File: src/rtl/ex_pkg.sv
// rtl/ex_pkg.sv - shared opcodes, result classes, bus widths and divider states for the EX stage
package ex_pkg;

    localparam int REG_W     = 32;
    localparam int ALU_OP_W  = 8;
    localparam int ALU_SEL_W = 3;

    localparam logic RST_ENABLE = 1'b0;

    localparam logic [ALU_OP_W-1:0] EXE_NOP_OP  = 8'b00000000;
    localparam logic [ALU_OP_W-1:0] EXE_AND_OP  = 8'b00100100;
    localparam logic [ALU_OP_W-1:0] EXE_OR_OP   = 8'b00100101;
    localparam logic [ALU_OP_W-1:0] EXE_XOR_OP  = 8'b00100110;
    localparam logic [ALU_OP_W-1:0] EXE_NOR_OP  = 8'b00100111;
    localparam logic [ALU_OP_W-1:0] EXE_SLL_OP  = 8'b01111100;
    localparam logic [ALU_OP_W-1:0] EXE_SRL_OP  = 8'b00000010;
    localparam logic [ALU_OP_W-1:0] EXE_SRA_OP  = 8'b00000011;
    localparam logic [ALU_OP_W-1:0] EXE_DIV_OP  = 8'b00011010;
    localparam logic [ALU_OP_W-1:0] EXE_DIVU_OP = 8'b00011011;

    // SPECIAL function field codes decoded by the ID stage
    localparam logic [5:0] EXE_DIV  = 6'b011010;
    localparam logic [5:0] EXE_DIVU = 6'b011011;

    localparam logic [ALU_SEL_W-1:0] EXE_RES_NOP   = 3'b000;
    localparam logic [ALU_SEL_W-1:0] EXE_RES_LOGIC = 3'b001;
    localparam logic [ALU_SEL_W-1:0] EXE_RES_SHIFT = 3'b010;

    typedef enum logic [1:0] {
        DIV_FREE    = 2'b00,
        DIV_BY_ZERO = 2'b01,
        DIV_ON      = 2'b10,
        DIV_END     = 2'b11
    } div_state_e;

    function automatic logic is_div_op(input logic [ALU_OP_W-1:0] op);
        return (op == EXE_DIV_OP) || (op == EXE_DIVU_OP);
    endfunction

endpackage

File: src/rtl/ex_div_unit.sv
// rtl/ex_div_unit.sv - restoring divider, one quotient bit per cycle, with sign fixup on completion
module ex_div_unit
    import ex_pkg::*;
#(
    parameter int DIV_ITER = 32
) (
    input  logic              clk,
    input  logic              rst,
    input  logic              start,
    input  logic              signed_div,
    input  logic [REG_W-1:0]  opdata1,
    input  logic [REG_W-1:0]  opdata2,
    input  logic              annul,
    output logic [2*REG_W-1:0] result,
    output logic              ready
);

    localparam int CNT_W = (DIV_ITER > 1) ? $clog2(DIV_ITER) : 1;

    div_state_e        state_q, state_d;
    logic [REG_W-1:0]  quot_q, quot_d;
    logic [REG_W-1:0]  rem_q, rem_d;
    logic [REG_W-1:0]  divisor_q, divisor_d;
    logic [CNT_W-1:0]  cnt_q, cnt_d;
    logic              neg_quot_q, neg_quot_d;
    logic              neg_rem_q, neg_rem_d;

    logic [REG_W:0]    rem_shift;
    logic [REG_W+1:0]  trial;
    logic [REG_W-1:0]  quot_fix;
    logic [REG_W-1:0]  rem_fix;

    // Dividend bits are shifted out of the top of quot_q into the partial remainder
    assign rem_shift = {rem_q, quot_q[REG_W-1]};
    assign trial     = {1'b0, rem_shift} - {2'b00, divisor_q};
    assign quot_fix  = neg_quot_q ? (~quot_q + 1'b1) : quot_q;
    assign rem_fix   = neg_rem_q  ? (~rem_q + 1'b1)  : rem_q;

    always_comb begin
        state_d    = state_q;
        quot_d     = quot_q;
        rem_d      = rem_q;
        divisor_d  = divisor_q;
        cnt_d      = cnt_q;
        neg_quot_d = neg_quot_q;
        neg_rem_d  = neg_rem_q;
        result     = '0;
        ready      = 1'b0;

        case (state_q)
            DIV_FREE: begin
                if (start) begin
                    if (opdata2 == '0) begin
                        state_d = DIV_BY_ZERO;
                    end else begin
                        quot_d     = (signed_div && opdata1[REG_W-1]) ? (~opdata1 + 1'b1) : opdata1;
                        divisor_d  = (signed_div && opdata2[REG_W-1]) ? (~opdata2 + 1'b1) : opdata2;
                        rem_d      = '0;
                        cnt_d      = '0;
                        neg_quot_d = signed_div && (opdata1[REG_W-1] ^ opdata2[REG_W-1]);
                        neg_rem_d  = signed_div && opdata1[REG_W-1];
                        state_d    = DIV_ON;
                    end
                end
            end
            DIV_BY_ZERO: begin
                quot_d     = '0;
                rem_d      = '0;
                neg_quot_d = 1'b0;
                neg_rem_d  = 1'b0;
                state_d    = DIV_END;
            end
            DIV_ON: begin
                if (trial[REG_W+1]) begin
                    rem_d  = rem_shift[REG_W-1:0];
                    quot_d = {quot_q[REG_W-2:0], 1'b0};
                end else begin
                    rem_d  = trial[REG_W-1:0];
                    quot_d = {quot_q[REG_W-2:0], 1'b1};
                end
                cnt_d = cnt_q + 1'b1;
                if (cnt_q == CNT_W'(DIV_ITER - 1)) begin
                    state_d = DIV_END;
                end
            end
            DIV_END: begin
                result  = {rem_fix, quot_fix};
                ready   = 1'b1;
                state_d = DIV_FREE;
            end
            default: state_d = DIV_FREE;
        endcase

        if (annul) begin
            state_d = DIV_FREE;
            result  = '0;
            ready   = 1'b0;
        end
    end

    always_ff @(posedge clk) begin
        if (rst == RST_ENABLE) begin
            state_q    <= DIV_FREE;
            quot_q     <= '0;
            rem_q      <= '0;
            divisor_q  <= '0;
            cnt_q      <= '0;
            neg_quot_q <= 1'b0;
            neg_rem_q  <= 1'b0;
        end else begin
            state_q    <= state_d;
            quot_q     <= quot_d;
            rem_q      <= rem_d;
            divisor_q  <= divisor_d;
            cnt_q      <= cnt_d;
            neg_quot_q <= neg_quot_d;
            neg_rem_q  <= neg_rem_d;
        end
    end

endmodule

File: src/rtl/ex.sv
// rtl/ex.sv - MIPS execute stage: logic/shift result mux, divider hookup and stall request
module ex
    import ex_pkg::*;
#(
    parameter int DIV_ITER = 32
) (
    input  logic                 clk,
    input  logic                 rst,
    input  logic [ALU_OP_W-1:0]  aluop_i,
    input  logic [ALU_SEL_W-1:0] alusel_i,
    input  logic [REG_W-1:0]     reg1_i,
    input  logic [REG_W-1:0]     reg2_i,
    input  logic [4:0]           wd_i,
    input  logic                 wreg_i,
    input  logic                 annul_i,
    output logic [4:0]           wd_o,
    output logic                 wreg_o,
    output logic [REG_W-1:0]     wdata_o,
    output logic                 whilo_o,
    output logic [REG_W-1:0]     hi_o,
    output logic [REG_W-1:0]     lo_o,
    output logic                 stallreq_o
);

    logic                 is_div;
    logic [2*REG_W-1:0]   div_result;
    logic                 div_ready;
    logic [REG_W-1:0]     logic_res;
    logic [REG_W-1:0]     shift_res;
    logic signed [REG_W-1:0] sra_src;
    logic [4:0]           shamt;

    assign is_div  = is_div_op(aluop_i);
    assign shamt   = reg1_i[4:0];
    assign sra_src = reg2_i;

    ex_div_unit #(
        .DIV_ITER(DIV_ITER)
    ) u_div (
        .clk        (clk),
        .rst        (rst),
        .start      (is_div),
        .signed_div (aluop_i == EXE_DIV_OP),
        .opdata1    (reg1_i),
        .opdata2    (reg2_i),
        .annul      (annul_i),
        .result     (div_result),
        .ready      (div_ready)
    );

    always_comb begin
        logic_res = '0;
        case (aluop_i)
            EXE_OR_OP:  logic_res = reg1_i | reg2_i;
            EXE_AND_OP: logic_res = reg1_i & reg2_i;
            EXE_XOR_OP: logic_res = reg1_i ^ reg2_i;
            EXE_NOR_OP: logic_res = ~(reg1_i | reg2_i);
            default:    logic_res = '0;
        endcase
    end

    always_comb begin
        shift_res = '0;
        case (aluop_i)
            EXE_SLL_OP: shift_res = reg2_i << shamt;
            EXE_SRL_OP: shift_res = reg2_i >> shamt;
            EXE_SRA_OP: shift_res = sra_src >>> shamt;
            default:    shift_res = '0;
        endcase
    end

    // Everything is held at zero while reset is asserted, even before the first edge
    always_comb begin
        wd_o       = '0;
        wreg_o     = 1'b0;
        wdata_o    = '0;
        whilo_o    = 1'b0;
        hi_o       = '0;
        lo_o       = '0;
        stallreq_o = 1'b0;
        if (rst != RST_ENABLE) begin
            wd_o   = wd_i;
            wreg_o = wreg_i && !is_div;
            case (alusel_i)
                EXE_RES_LOGIC: wdata_o = logic_res;
                EXE_RES_SHIFT: wdata_o = shift_res;
                default:       wdata_o = '0;
            endcase
            whilo_o    = div_ready;
            hi_o       = div_result[2*REG_W-1:REG_W];
            lo_o       = div_result[REG_W-1:0];
            stallreq_o = is_div && !div_ready && !annul_i;
        end
    end

endmodule

File: config.mk
export PLATFORM = sky130hd
export DESIGN_NAME = ex
export DESIGN_NICKNAME = d
export VERILOG_FILES = /design/src/rtl/ex_pkg.sv /design/src/rtl/ex_div_unit.sv /design/src/rtl/ex.sv
export SDC_FILE = /design/constraint.sdc
export NUM_CORES = 1
export LEC_CHECK = 0
export CORE_MARGIN = 2
export CORE_UTILIZATION = 40
export CTS_CLUSTER_DIAMETER = 200
export DETAILED_ROUTE_END_ITERATION = 8
export PLACE_DENSITY = 0.66
export SYNTH_ARGS = -nofsm -noshare
export SYNTH_HDL_FRONTEND = slang
export SYNTH_HIERARCHICAL = 1
export SYNTH_SLANG_ARGS = --single-unit
export TNS_END_PERCENT = 10
File: constraint.sdc
create_clock -name clk -period 8 [get_ports clk]
set_input_delay 2.4 -clock clk [delete_from_list [all_inputs] [get_ports clk]]
set_output_delay 2.4 -clock clk [all_outputs]
set_load 0.01 [all_outputs]
Yosys cells after proc, flatten, opt, wreduce, memory -nomap -nowiden
Cells that the tools add are included.
Cells by class
  add/subtract/negate cells: 6
  equal/unequal tests: 18
  shift operators: 3
  multiplexer cells: 39
  bitwise gates (word level): 11
  reductions and logical operators: 21
Operators by type and width (number)
  32-bit 2-to-1 mux: 12
  32-bit case mux with 3 select lines: 3
  32-bit inverter: 5
  32-bit by 1-bit adder with 32-bit output, second input constant: 4
  64-bit 2-to-1 mux: 2
  32-bit case mux with 4 select lines: 1
  32-bit case mux with 2 select lines: 1
  33-bit by 32-bit subtractor with 34-bit output: 1
  32-bit bitwise AND: 1
  8-bit by 6-bit == test with 1-bit output, second input constant: 4
  32-bit logical NOT: 1
  32-bit bitwise OR: 1
  32-bit by 5-bit << shifter with 32-bit output: 1
  32-bit by 5-bit right shift with 32-bit output: 1
  32-bit by 5-bit >>> shifter with 32-bit output: 1
  32-bit XOR: 1
  8-bit by 2-bit == test with 1-bit output, second input constant: 2
  8-bit by 5-bit == test with 1-bit output, second input constant: 2
  5-bit 2-to-1 mux: 3
  3-bit AND reduction: 4
  1-bit 2-to-1 mux: 10
  5-bit case mux with 2 select lines: 1
  8-bit by 7-bit == test with 1-bit output, second input constant: 1
  2-bit case mux with 4 select lines: 1
  other kinds (20): 34
Word-level totals
  bits in registers: 105
  input port bits: 84
  output and inout port bits: 104

Longest topological paths before layout
Gate-level depths: netlist of the first run.
  depth after elaboration: 7
  mapped depth: 15
  mapped depth without buffers: 12

Hierarchy
Netlist of the first run, hierarchy kept.
By module, submodules not included
  ex_div_unit: instances 1, cells an instance 1216, area each 8911.0 um^2, sequential area each 2102.0 um^2
  ex: instances 1, cells an instance 962, area each 6756.5 um^2, sequential area each 0.0 um^2

Worst setup path after synthesis of the first run
No wires, ideal clock.
  path type: in2out
  from: in reg1_i[2]
  to: out wdata_o[13]
  data arrival time: 4173 ps
  setup slack: 1427 ps
  cell stages on the path: 9
  buffers on the path: 3
  cell sequence: buf_2 > buf_2 > or2_2 > buf_2 > nor2_1 > nor2_1 > a211oi_1 > a211oi_1 > o311ai_0
Between the ends
  longest elaborated chain between the ends: 4
Ends and longest elaborated chain
  start: declaration: line ex.sv:11  | input logic [REG_W-1:0] reg1_i,
  32-bit by 5-bit >>> shifter with 32-bit output (tied with other cells): line ex.sv:67  | EXE_SRA_OP: shift_res = sra_src >>> shamt;
  32-bit case mux with 3 select lines *: line ex.sv:64  | case (aluop_i)
  32-bit case mux with 2 select lines *: line ex.sv:84  | case (alusel_i)
  32-bit 2-to-1 mux *: line ex.sv:81  | if (rst != RST_ENABLE) begin
  end: declaration: line ex.sv:18  | output logic [REG_W-1:0] wdata_o,
Mark *: on every way between the ends. The rest lies on a longest branch, timed or not.

Final worst setup path of the first run
  from: in reg2_i[14]
  to: out wdata_o[16]
Between the ends
  longest elaborated chain between the ends: 4
Ends and longest elaborated chain
  start: declaration: line ex.sv:12  | input logic [REG_W-1:0] reg2_i,
  32-bit by 5-bit >>> shifter with 32-bit output (tied with other cells): line ex.sv:67
  32-bit case mux with 3 select lines *: line ex.sv:64
  32-bit case mux with 2 select lines *: line ex.sv:84
  32-bit 2-to-1 mux *: line ex.sv:81
Marks and branches as above.

==> reports/metrics.csv, run 1 <==
stage,metric,value,unit
power,Design Power,1.669,mW
layout,ant diodes,0,
worst_setup_path,CP peak stage delay,0.72,ns
worst_setup_path,Crit. End Element,primary output,
die,Cell Rows,72,
layout,Storage cell area,2102,um^2
die,Core Area,38650,um^2
timing,accumulated negative setup slack,-0.04695,ns
route,met2 WL post-DR,31340,um
worst_setup_path,WS Path Type,in -> out,
worst_setup_path,CP Launch Type,input pin,
timing,worst setup skew after layout,0.01039,ns
worst_setup_path,reg2reg path depth,10,
layout,share of cells above drive strength 1,0.1101,
layout,FILL cells,3863,
synth,Ys Warns,6,
layout,Final nets,2578,
layout,most frequent cells in the layout,"nor2_1 (219), nand2_1 (193), clkdlybuf4s50_1 (179), buf_4 (163), o21ai_0 (150)",
synth,Synth Instances,2178,
hold_path,worst hold start,u_div/divisor_q[31],
worst_setup_path,CP Buf/Inv Count,3,
global_route,GR Util All Layers,0.3385,
synth,Post-synth EDFFs,0,
route,Routed Antenna Nets,0,
route,Vias/cell,6.029,
synth,Post-Synthesis Net Count,2371,
route,DRC violations left,0,
worst_setup_path,RR Endpoint,u_div/rem_q[10],
route,Pre-antenna DRT Iters,5,
timing,Setup-failing EPs final,1,
worst_setup_path,R2R setup slack,4.52,ns
global_route,initial antenna violation count,1,
route,met1 WL,28940,um
power,Pwr Density,87.17,nW/um^2
timing,Max Freq,124.3,MHz
global_route,total grt overflow,0,
synth,Async SR Flop Fraction,0,
die,Die H,201.9,um
timing,Slew Limit Fails,0,
layout,final core utilization,0.4953,
outcome,failing checks,negative setup slack,
worst_setup_path,worst-path cell chain,clkdlybuf4s50_1 -> mux2_2 -> mux2i_1 -> buf_4 -> o22ai_1 -> o21ai_0 -> o21ai_0 -> a221o_1 -> clkdlybuf4s50_1,
route,Total Wirelength,70290,um
timing,Period minus WS final,8.047,ns
clock_network,Clock Sinks,105,
layout,Area Overhead vs Synth,22.19,%
layout,"commonest non-fill, non-tap cell in the layout",nor2_1,
route,max layer used,met4,
clock_network,clk_lat worst skew,0.35,ns
timing,fin crit share,1.006,
timing,Worst-Margin Slew,1.090,ns
route,met3 WL,4360,um
hold_path,hold depth,2,
clock_network,CTS Root Cell,clkbuf_16,
route,Via Count,17530,
die,io pins,188,
hold_path,Hold Path Sink,u_div/divisor_q[31],
synth,"Top FF cell, synth",dfxtp_1,
timing,Final Hold Vio Count,0,
worst_setup_path,Slowest cell on crit path,clkdlybuf4s50_1,
placement,IO Port Bufs,187,
die,die footprint,40770,um^2
clock_network,CTS buffer count,9,
global_route,global-route wire length before repair,105300,um
timing,WHS,0.4723,ns
route,DR WL/cell,24.18,um
worst_setup_path,Critical Path AT,5.65,ns
die,Starting Density,0.4054,
synth,post-synthesis sequential area ratio,0.1342,
clock_network,clk slew on worst S/H paths,0.06,ns
die,Die W,201.9,um
layout,area of the multi-input gates,12430,um^2
synth,Mean Syn Cell Area,7.194,um^2
global_route,number of global-route vias before repair,16700,
worst_setup_path,Worst Path Max Fanout,8,
synth,Yosys reg bits,105,
clock_network,CTS max path bufs,2,
placement,HPWL Detailed,56080,um
clock_network,CTS tree,yes,
timing,final worst setup slack,-0.04695,ns
timing,slew margin rel.,0.2731,
placement,GPL Wtd Cong,1.069,
power,P_leak,8.153,nW
placement,dpl ws,0.04961,ns
worst_setup_path,critical path required time,5.60,ns
synth,post-synthesis cell area,15670,um^2
timing,RSZ-0062 raised after global routing,false,
worst_setup_path,worst r2r src,u_div/rem_q[3],
power,maximum VDD drop,0.09266,mV
route,1st-iter DRT viols,1581,
global_route,largest net degree at the start of global routing,89,
outcome,outcome,finished with violations,
run,MaxCap Viol Count,0,
clock_network,H-tree Lvls,3,
hold_path,Worst Hold Class,reg -> reg,
synth,Netlist cell types,89,
worst_setup_path,"CP delay by family, top",buffers and inverters,
[worst register-to-register path: cells and delay by family (launching register included)]
kind,cells,cell delay [ns]
simple gates,1,0.45
buf+inv,1,0.41
compound gates,7,1.74
fa+ha+maj,1,0.33
flops,1,0.47
[per-layer routing]
metal,global-route usage,vias up
met5,0,-
met2,0.5459,743
met1,0.4197,8323
met4,0.2395,0
li1,-,8282
met3,0.04047,177
[where the power goes]
part           internal (mW)  switching (mW)
registers              0.525         0.00253
clock network          0.282           0.194
logic                  0.260           0.405
total                   1.07           0.602
[state kept, by name (all words and copies together) (netlist names)]
| signal | count |
|---|---|
| u_div/divisor_q | 32 |
| u_div/quot_q | 32 |
| u_div/rem_q | 32 |
| u_div/cnt_q | 5 |
| u_div/state_q | 2 |
| u_div/neg_quot_q | 1 |
| u_div/neg_rem_q | 1 |
[Yosys cell counts (13+ instances only)]
library cell / n / share of area
clkbuf_1: 109 / 0.026
inv_1: 114 / 0.027
a32oi_1: 19 / 0.011
ha_1: 108 / 0.086
a21oi_1: 149 / 0.048
and2_1: 87 / 0.035
xor2_1: 104 / 0.058
nor2_1: 219 / 0.052
a211oi_1: 26 / 0.012
a21o_1: 13 / 0.0062
nor4_1: 21 / 0.0084
nand2_1: 193 / 0.046
mux4_2: 20 / 0.029
mux2_2: 26 / 0.019
o211a_1: 36 / 0.023
nand2b_1: 15 / 0.0060
buf_2: 26 / 0.0083
a31oi_1: 18 / 0.0072
and3_1: 14 / 0.0056
o21ai_0: 150 / 0.048
o211ai_1: 24 / 0.011
o31ai_1: 42 / 0.020
or4_1: 15 / 0.0072
or3_1: 23 / 0.0092
mux2i_1: 91 / 0.058
a22oi_1: 13 / 0.0062
nor2b_1: 19 / 0.0076
nand3_1: 57 / 0.018
nor3_1: 32 / 0.010
o22ai_1: 36 / 0.014
xnor2_1: 71 / 0.040
dfxtp_1: 105 / 0.13
[logic make-up (layout without fill, tap and decap cells)]
group	Yosys count	after routing	share of synthesized area
AOI/OAI and AO/OA	635	635	0.2692
xor gates and xnor gates	175	175	0.09783
adders and majority gates	109	109	0.08753
buffers and inverters	276	487	0.07355
DFF	105	105	0.1342
muxes	139	139	0.1089
and+or+nand+nor	739	739	0.2288
[worst max-delay path by stage]
| stage | from | end | slack (ns) | depth (start not counted) |
|---|---|---|---|---|
| finish | reg2_i[14] | wdata_o[16] | -0.05 | 9 |
| global route | reg2_i[8] | wdata_o[16] | 0.002 | 9 |
| CTS | reg2_i[1] | wdata_o[23] | 0.03 | 7 |
| detailed placement | reg2_i[1] | wdata_o[23] | 0.05 | 7 |
| global placement | reg2_i[1] | wdata_o[23] | 0.02 | 7 |
| floorplan | reg1_i[2] | wdata_o[13] | 1.43 | 9 |
[through the flow]
stage	instances	cell area, um^2
3_5_place_dp	2892	18820
5_1_grt	2907	19140
6_report	2907	19140
2_1_floorplan	2178	15670
3_3_place_gp	2892	18820
4_1_cts	2907	19140
[cell type report]
class	count	share of cell area
multi-input cells	1797	0.6491
clock inverters	4	0.003987
inverters	117	0.02294
flip-flops and latches	105	0.1098
repair buffers	355	0.1676
clock buffers	11	0.01268
well taps	518	0.03386
[repair_timing]
item | 4_1_cts | 5_1_grt
buffers inserted | 0 | 0
gates resized for setup | 0 | 2
setup endpoints to repair | 0 | 2
hold buffers | 0 | 0
Power figures use the tool's default switching activity.
==> run 2, diff against run 1 <==
--- a/config.mk
+++ b/config.mk
@@ -10,6 +10,7 @@
 export CTS_CLUSTER_DIAMETER = 200
 export DETAILED_ROUTE_END_ITERATION = 8
 export PLACE_DENSITY = 0.66
+export SKIP_CTS_REPAIR_TIMING = 1
 export SYNTH_ARGS = -nofsm -noshare
 export SYNTH_HDL_FRONTEND = slang
 export SYNTH_HIERARCHICAL = 1
==> results of run 2 <==
The final DEF is identical to that of run 1; final timing and power are the same.
==> run 3, diff against run 2 <==
==> constraint.sdc (replaced) <==
create_clock -name clk -period 8 [get_ports clk]
set_input_delay 1.6 -clock clk [delete_from_list [all_inputs] [get_ports clk]]
set_output_delay 1.6 -clock clk [all_outputs]
set_load 0.01 [all_outputs]
==> run 3 against run 2 <==
  * The flow now finishes without violations
  * Via count fell by 1.1%
  * Largest cell class unchanged
  * Total power shrank 6.2%
  * Die area did not move
  * Critical path depth stayed put
  * Combinational power fell by 8.1%
  * Clock-buffer cell count did not move
  * Cell count down 3.8%
  * Worst hold slack better by 0.0020 ns
  * Sequential cell count did not move
==> reports/metrics.csv, run 3 (synthesis results as in run 1) <==
stage,metric,value,unit
placement,Cells after DPL,2780,
power,P_leak,7.546,nW
timing,accumulated negative setup slack,0,ns
layout,top flop regs,"u_div/divisor_q: 32 flops, u_div/quot_q: 32 flops, u_div/rem_q: 32 flops",
clock_network,CTS max path bufs,2,
layout,ant diodes,0,
worst_setup_path,Worst Path Max Fanout,63,
layout,Area Overhead vs Synth,16.08,%
outcome,outcome,"complete, no violations",
layout,Final nets,2466,
global_route,number of global-route vias before repair,16350,
timing,WHS,0.4743,ns
global_route,largest net degree at the start of global routing,94,
die,Starting Density,0.4054,
global_route,global-route wire length before repair,102300,um
route,DRC violations left,0,
route,Vias/cell,6.200,
hold_path,Worst Hold Class,reg -> reg,
power,fraction of power consumed by the clock network,0.273,
timing,Slew Limit Fails,0,
worst_setup_path,critical path required time,6.40,ns
power,Sw Share,0.3825,
timing,worst setup skew after layout,0.008679,ns
route,1st-iter DRT viols,1876,
power,Pwr Density,86.09,nW/um^2
power,combinational power share,0.390,
clock_network,CTS tree,yes,
die,Cell Rows,72,
global_route,total grt overflow,0,
timing,Max Freq,145.2,MHz
worst_setup_path,Crit. End Element,primary output,
power,cell-internal power,0.9668,mW
placement,IO Port Bufs,187,
route,DR WL/cell,24.29,um
power,maximum VDD drop,0.07736,mV
layout,most frequent cells in the layout,"nor2_1 (219), nand2_1 (193), clkdlybuf4s50_1 (180), o21ai_0 (150), a21oi_1 (149)",
layout,area of the multi-input gates,12430,um^2
die,io pins,188,
die,Die H,201.9,um
die,Core Area,38650,um^2
layout,final cell count without fillers,2796,
timing,fin crit share,0.8610,
worst_setup_path,CP Launch Type,input pin,
route,Total Wirelength,67920,um
clock_network,clk_lat worst skew,0.37,ns
placement,GPL Wtd Cong,1.060,
route,Pre-antenna DRT Iters,5,
timing,RSZ-0062 raised after global routing,false,
timing,Period minus WS final,6.888,ns
timing,slew margin rel.,0.2780,
route,Via Count,17340,
power,Sw Pwr,0.5988,mW
layout,FILL cells,3875,
timing,Setup-failing EPs final,0,
timing,Final Hold Vio Count,0,
run,MaxCap Viol Count,0,
clock_network,Clock Sinks,105,
layout,Storage cell area,2102,um^2
layout,"commonest non-fill, non-tap cell in the layout",nor2_1,
die,die footprint,40770,um^2
global_route,initial antenna violation count,1,
worst_setup_path,Critical Path AT,5.29,ns
timing,Worst-Margin Slew,1.082,ns
clock_network,CTS buffer count,9,
power,Flop pwr share,0.337,
clock_network,H-tree Lvls,3,
route,Routed Antenna Nets,0,
layout,share of cells above drive strength 1,0.06673,
worst_setup_path,WS Path Type,in -> out,
die,Die W,201.9,um
clock_network,clk slew on worst S/H paths,0.07,ns
clock_network,CTS Root Cell,clkbuf_16,
placement,HPWL Detailed,52460,um
global_route,GR Util All Layers,0.3257,
-- run 3: changes by cell type in the layout (fill, tap and decap cells not counted), sizes merged --
cell / delta
clkinv: +2
clkinvlp: +1
clkdlybuf4s50: +1
buf: -112
dlymetal6s2s: -1
bufinv: -2
-- run 3: final cells by class --
class,count,area share
Clock buffer,11,0.01335
Clock inverter,5,0.002064
Inverter,117,0.02415
Multi-Input combinational cell,1797,0.6833
Sequential cell,105,0.1156
Tap cell,518,0.03564
Timing Repair Buffer,243,0.1259
-- run 3: worst paths after layout --
| check | depth (start not counted) | startpoint | to | slack (ns) |
|---|---|---|---|---|
| max | 9 | reg1_i[0] | wdata_o[26] | 1.11 |
| min | 2 | u_div/divisor_q[31] | u_div/divisor_q[31] | 0.47 |
| max reg2reg | 11 | u_div/state_q[1] | u_div/rem_q[25] | 4.27 |
| min reg2reg | 2 | u_div/divisor_q[31] | u_div/divisor_q[31] | 0.47 |
-- run 3: per-layer routing --
metal	track usage	vias to the layer above	wire length, um
met2	0.5120	869	29670
met1	0.4206	8173	28420
met3	0.04902	217	5186
met5	0	-	0
li1	-	8077	-
met4	0.1975	0	4643
-- run 3: per-stage QoR --
step	power, mW	utilization	area (um^2)	setup slack [ns]
after floorplan	0.8820	-	15670	3.027
after global placement	1.127	0.4634	17910	1.142
after global routing	1.629	0.4706	18190	1.012
after CTS	1.558	0.4706	18190	1.188
final	1.566	0.4706	18190	1.112
after detailed placement	1.127	0.4634	17910	1.209
-- run 3: power groups by stage --
stage / sequential [mW] / combinational (mW) / clock [mW]
after global placement: 0.539 / 0.588 / 0
after global routing: 0.527 / 0.642 / 0.460
final: 0.527 / 0.611 / 0.428
after CTS: 0.527 / 0.590 / 0.441
after floorplan: 0.538 / 0.344 / 0
after detailed placement: 0.539 / 0.588 / 0
-- run 3: worst max-delay path, cell delays in order --
cell and delay [ns]:
buf_4 0.67, buf_4 0.36, mux4_2 0.57, mux2i_1 0.46
nor2_1 0.08, o21ai_0 0.43, a221oi_1 0.22, a221o_1 0.36
clkdlybuf4s50_1 0.50
